===== src/rtl/irq_pkg.sv =====
// Shared constants, FSM state type and clear-mask helper for the interrupt pending controller.
package irq_pkg;

    localparam int N_IRQ = 8;
    localparam int ID_W  = 3;

    typedef enum logic {
        IDLE    = 1'b0,
        PRESENT = 1'b1
    } state_e;

    function automatic logic [N_IRQ-1:0] onehot_of_id(input logic [ID_W-1:0] id);
        logic [N_IRQ-1:0] m;
        m     = '0;
        m[id] = 1'b1;
        return m;
    endfunction

endpackage


===== src/rtl/irq_prio_sel.sv =====
// Combinational highest-set-bit selector: bit N_IRQ-1 has top priority.
module irq_prio_sel
    import irq_pkg::*;
(
    input  logic [N_IRQ-1:0] vec_i,
    output logic [ID_W-1:0]  id_o,
    output logic             nz_o
);

    // Ascending scan so the last (highest) set bit wins.
    always_comb begin
        id_o = '0;
        nz_o = 1'b0;
        for (int i = 0; i < N_IRQ; i++) begin
            if (vec_i[i]) begin
                id_o = ID_W'(i);
                nz_o = 1'b1;
            end
        end
    end

endmodule


===== src/rtl/irq_pending_ctrl.sv =====
// Interrupt pending/mask front end with a valid/ack ID handshake.
// Define IRQ_LEVEL_MODE_EN for level-sensitive capture (default: rising-edge capture).
module irq_pending_ctrl
    import irq_pkg::*;
(
    input  logic             clk,
    input  logic             rst,
    input  logic [N_IRQ-1:0] req,
    input  logic [N_IRQ-1:0] mask,
    input  logic             ack,
    input  logic             ovf_clr,
    output logic             vld,
    output logic [ID_W-1:0]  id,
    output logic [N_IRQ-1:0] pend_o,
    output logic             any_pend,
    output logic             ovf
);

    logic [N_IRQ-1:0] pending_q, pending_d;
    logic [N_IRQ-1:0] req_q;
    logic [N_IRQ-1:0] ev;
    logic [N_IRQ-1:0] clr;
    logic [N_IRQ-1:0] pend_masked;
    logic [ID_W-1:0]  id_q, id_d;
    logic [ID_W-1:0]  sel_id;
    logic             sel_nz;
    logic             ovf_q, ovf_d;
    state_e           state_q, state_d;

`ifdef IRQ_LEVEL_MODE_EN
    assign ev = req;
`else
    assign ev = req & ~req_q;
`endif

    assign pend_masked = pending_q & ~mask;
    assign pend_o      = pend_masked;
    assign any_pend    = |pend_masked;
    assign vld         = (state_q == PRESENT);
    assign id          = id_q;
    assign ovf         = ovf_q;

    // Only an ack against a presented ID clears anything.
    assign clr       = (ack && vld) ? onehot_of_id(id_q) : '0;
    assign pending_d = (pending_q & ~clr) | ev;

`ifdef IRQ_LEVEL_MODE_EN
    assign ovf_d = ovf_q & ~ovf_clr;
`else
    assign ovf_d = (|(ev & pending_q & ~clr)) ? 1'b1 : (ovf_clr ? 1'b0 : ovf_q);
`endif

    irq_prio_sel u_prio_sel (
        .vec_i (pend_masked),
        .id_o  (sel_id),
        .nz_o  (sel_nz)
    );

    always_comb begin
        state_d = state_q;
        id_d    = id_q;
        case (state_q)
            IDLE: begin
                if (sel_nz) begin
                    id_d    = sel_id;
                    state_d = PRESENT;
                end
            end
            PRESENT: begin
                if (ack) begin
                    state_d = IDLE;
                end
            end
            default: state_d = IDLE;
        endcase
    end

    always_ff @(posedge clk) begin
        if (rst) begin
            pending_q <= '0;
            req_q     <= '0;
            ovf_q     <= 1'b0;
            id_q      <= '0;
            state_q   <= IDLE;
        end else begin
            pending_q <= pending_d;
            req_q     <= req;
            ovf_q     <= ovf_d;
            id_q      <= id_d;
            state_q   <= state_d;
        end
    end

endmodule


===== config.mk =====
export PLATFORM = sky130hd
export DESIGN_NAME = irq_pending_ctrl
export DESIGN_NICKNAME = d
export VERILOG_FILES = /design/src/rtl/irq_pkg.sv /design/src/rtl/irq_prio_sel.sv /design/src/rtl/irq_pending_ctrl.sv
export SDC_FILE = /design/constraint.sdc
export NUM_CORES = 1
export LEC_CHECK = 0
export CAP_MARGIN = 20
export CORE_MARGIN = 3
export CORE_UTILIZATION = 33
export CTS_CLUSTER_SIZE = 28
export DETAILED_ROUTE_END_ITERATION = 10
export GPL_TIMING_DRIVEN = 0
export PLACE_DENSITY = 0.7
export SYNTH_ARGS = -nofsm -noshare
export SYNTH_HDL_FRONTEND = slang
export SYNTH_HIERARCHICAL = 1
export SYNTH_SLANG_ARGS = --single-unit
export TNS_END_PERCENT = 1

===== constraint.sdc =====
create_clock -name clk -period 1.4 [get_ports clk]
set_input_delay 0.42 -clock clk [delete_from_list [all_inputs] [get_ports clk]]
set_output_delay 0.42 -clock clk [all_outputs]
set_load 0.01 [all_outputs]

==> run_results.csv <==
group,metric,value,unit
outcome,run_status,"finished, violations left",
outcome,violations,"setup timing",
synthesis,yosys_warnings,6,
synthesis,syn_nets,124,
worst_setup_path,critPathSlowestCell,"dfxtp_2",
synthesis,post-synth-top-count-cell,"dfxtp_1",
place,hpwl,1810,um
route,first_pass_iters,4,
cells_and_area,num-nets-final,168,
timing,max_slew_margin,66.4,%
synthesis,synth_edf_count,0,
cells_and_area,area_growth,60.0,%
global_route,busiest_layer,"met2",
die,die-width,58.3,um
die,die_h,58.3,um
timing,period_needed,1.71,ns
pwr,p_per_area,936,nW/um2
timing,rsz0062_at_grt,"yes",
synthesis,yosysTopAreaCell,"dfxtp_1",
synthesis,syn_area_per_cell,8.69,um2
synthesis,synthFlopType,"dfxtp_1",
worst_setup_path,r2r_cells,8,
die,pin_count,34,
route,wirelength,2550,um
route,ant_nets,0,
worst_setup_path,start_kind,"flip-flop",
route,vias,920,
synthesis,yosysUniqueCellTypes,20,
worst_setup_path,cpPeakStageDelay,0.34,ns
cts,clkTransAtPathRegs,0.12,ns
cts,cts_tree,"done",
worst_setup_path,arrival,1.29,ns
cells_and_area,antenna_cells,0,
place,place_congestion,0.767,
global_route,grt_pass1_wl,4050,um
global_route,grt_use_met1,19.6,%
cells_and_area,drive_above_1_share,32.7,%
global_route,grt.overflow.total,0,
cts,cts-buffers-inserted,3,
cts,cts.path.max_buffers,2,
global_route,antenna_found_initial,0,
timing,finClkSkew,0.00482,ns
synthesis,synth_area,903,um2
die,die-area,3400,um2
place,io_buffers,33,
synthesis,synth_top_area_share,46.5,%
global_route,grt_usage,15.9,%
global_route,met3_usage,6.36,%
die,start_util,35.5,%
pwr,p_leak,0.591,nW
timing,slew_violations,0,
cts,htree_levels,1,
timing,finalHoldViolations,0,
route,wire_per_inst,14.4,um
global_route,grt_max_degree,13,
place,dp_cells,167,
synthesis,synthArstFlopShare,0,%
worst_setup_path,path_cells,"nor2b_4, nor4_4, nand2_1, buf_2",
cells_and_area,stdcell_count,177,
cts,cts.sinks,21,
route,route.detailed.drc,0,
timing,worst_pin_slew,0.504,ns
global_route,grt_pass1_vias,933,
route,viasPerCell,5.20,
synthesis,yosysSeqAreaShare,46.5,%
timing,min_period_over_period,122,%
synthesis,synth_area_leaders,"dfxtp_1 (47%), nor2b_1 (12%), nand2b_1 (6.9%)",
global_route,met2_usage,25.7,%
die,placement_rows,18,
route,drt_iter0_drc,21,
timing,fmax,0.583,GHz
die,core_area,2540,um2
synthesis,ys_ff_latch,21,
cts,holdBufCountCts,0,
job,drv_cap,0,
cts,clkLatencyLatePin,0.31,ns
pwr,p_total,1.35,mW
timing,setup_slack,-0.315,ns
worst_setup_path,cp_max_fo,2,
synthesis,synth_common_cells,"dfxtp_1 (21), nor2b_1 (18), a21oi_1 (11), nand2b_1 (10), nor2_1 (10)",
timing,setup_viol,10,
worst_setup_path,path_class,"flip-flop to output pin",
pwr,ir_drop,0.834,mV
worst_setup_path,endpoint_kind,"output pin",
worst_hold_path,holdPathStages,2,
worst_hold_path,hold_path_class,"flip-flop to flip-flop",
worst_setup_path,required,0.98,ns
cts,root_buffer,"clkbuf_4",
synthesis,syn_inst,104,
## logic make-up after synthesis
kind of cell | after synthesis | synth area share [%]
AND/OR/NAND/NOR | 47 | 29.2
AO/OA/AOI/OAI | 26 | 18.0
flip-flops | 21 | 46.5
buffers and inverters | 7 | 2.91
multiplexers | 3 | 3.32
## sequential cells by signal, indices dropped and copies added, names as in the netlist
name       cells
req_q          8
vld            1
ovf            1
pending_q      8
id             3
## per-layer routing
layer	part of all wire, %	up-vias	routed length (um)
met2	46	43	1180
met1	45	426	1130
met3	8.0	4	204
met5	0	-	0
met4	0.98	0	25
li1	-	447	-
## what timing repair did
action / 4_1_cts / 5_1_grt
endpoints found under the setup margin: 19 / 23
buffers inserted: 4 / 2
pin swaps: 4 / 2
resized for setup: 86 / 13
## stage by stage
step                      setup TNS [ns]  util, %  cell area (um2)  worst slack, ns  hold WS (ns)
final                             -0.878     56.8             1450           -0.315         0.502
after global routing               -1.94     56.8             1450           -0.413         0.526
after CTS                         -0.610     55.2             1410           -0.317         0.509
after detailed placement          -11.12     51.0             1300           -0.869         0.483
after global placement            -10.60     51.0             1300           -0.845         0.472
after floorplan                        0        -              931           0.0468         0.454
## power by group
part | internal (mW) | total [mW] | switching [mW] | leakage, nW
Sequential | 0.654 | 0.696 | 0.0424 | 0.179
Combinational | 0.197 | 0.360 | 0.163 | 0.394
Clock | 0.107 | 0.296 | 0.189 | 0.0177
## final cells by class
type                            count  area [um2]
Fill cell                         229        1100
Multi-Input combinational cell     76         554
Sequential cell                    21         445
Timing Repair Buffer               39         354
Tap cell                           30        37.5
Clock buffer                        3        22.5
Inverter                            5        18.8
Buffer                              2        7.51
Clock inverter                      1        5.00
## critical path: cells and delay by family, from the launching register on
kind | cells | cell delay (ns)
buf+inv | 1 | 0.15
flops | 1 | 0.34
simple gates | 3 | 0.50
## path summary, 6_finish.rpt
kind,endpoint,startpoint,slack (ns)
setup / recovery,any_pend,pending_q[6]$_SDFF_PP0_,-0.31
hold / removal,pending_q[1]$_SDFF_PP0_,pending_q[1]$_SDFF_PP0_,0.50
setup reg to reg,id[1]$_SDFFE_PP0P_,pending_q[6]$_SDFF_PP0_,-0.04
hold reg to reg,pending_q[1]$_SDFF_PP0_,pending_q[1]$_SDFF_PP0_,0.50
## layout by cell type (no fill, tap or decap), types with 4 or more instances in the layout
master / instances
dfxtp_2: 8
buf_4: 5
nand2b_1: 10
dfxtp_1: 9
nor2b_4: 8
a21oi_1: 11
buf_6: 8
dlygate4sd2_1: 7
o31ai_1: 4
clkdlybuf4s50_1: 11
nor2_1: 8
dfxtp_4: 4
nor2b_1: 10
(Power assumes the default switching activity.)
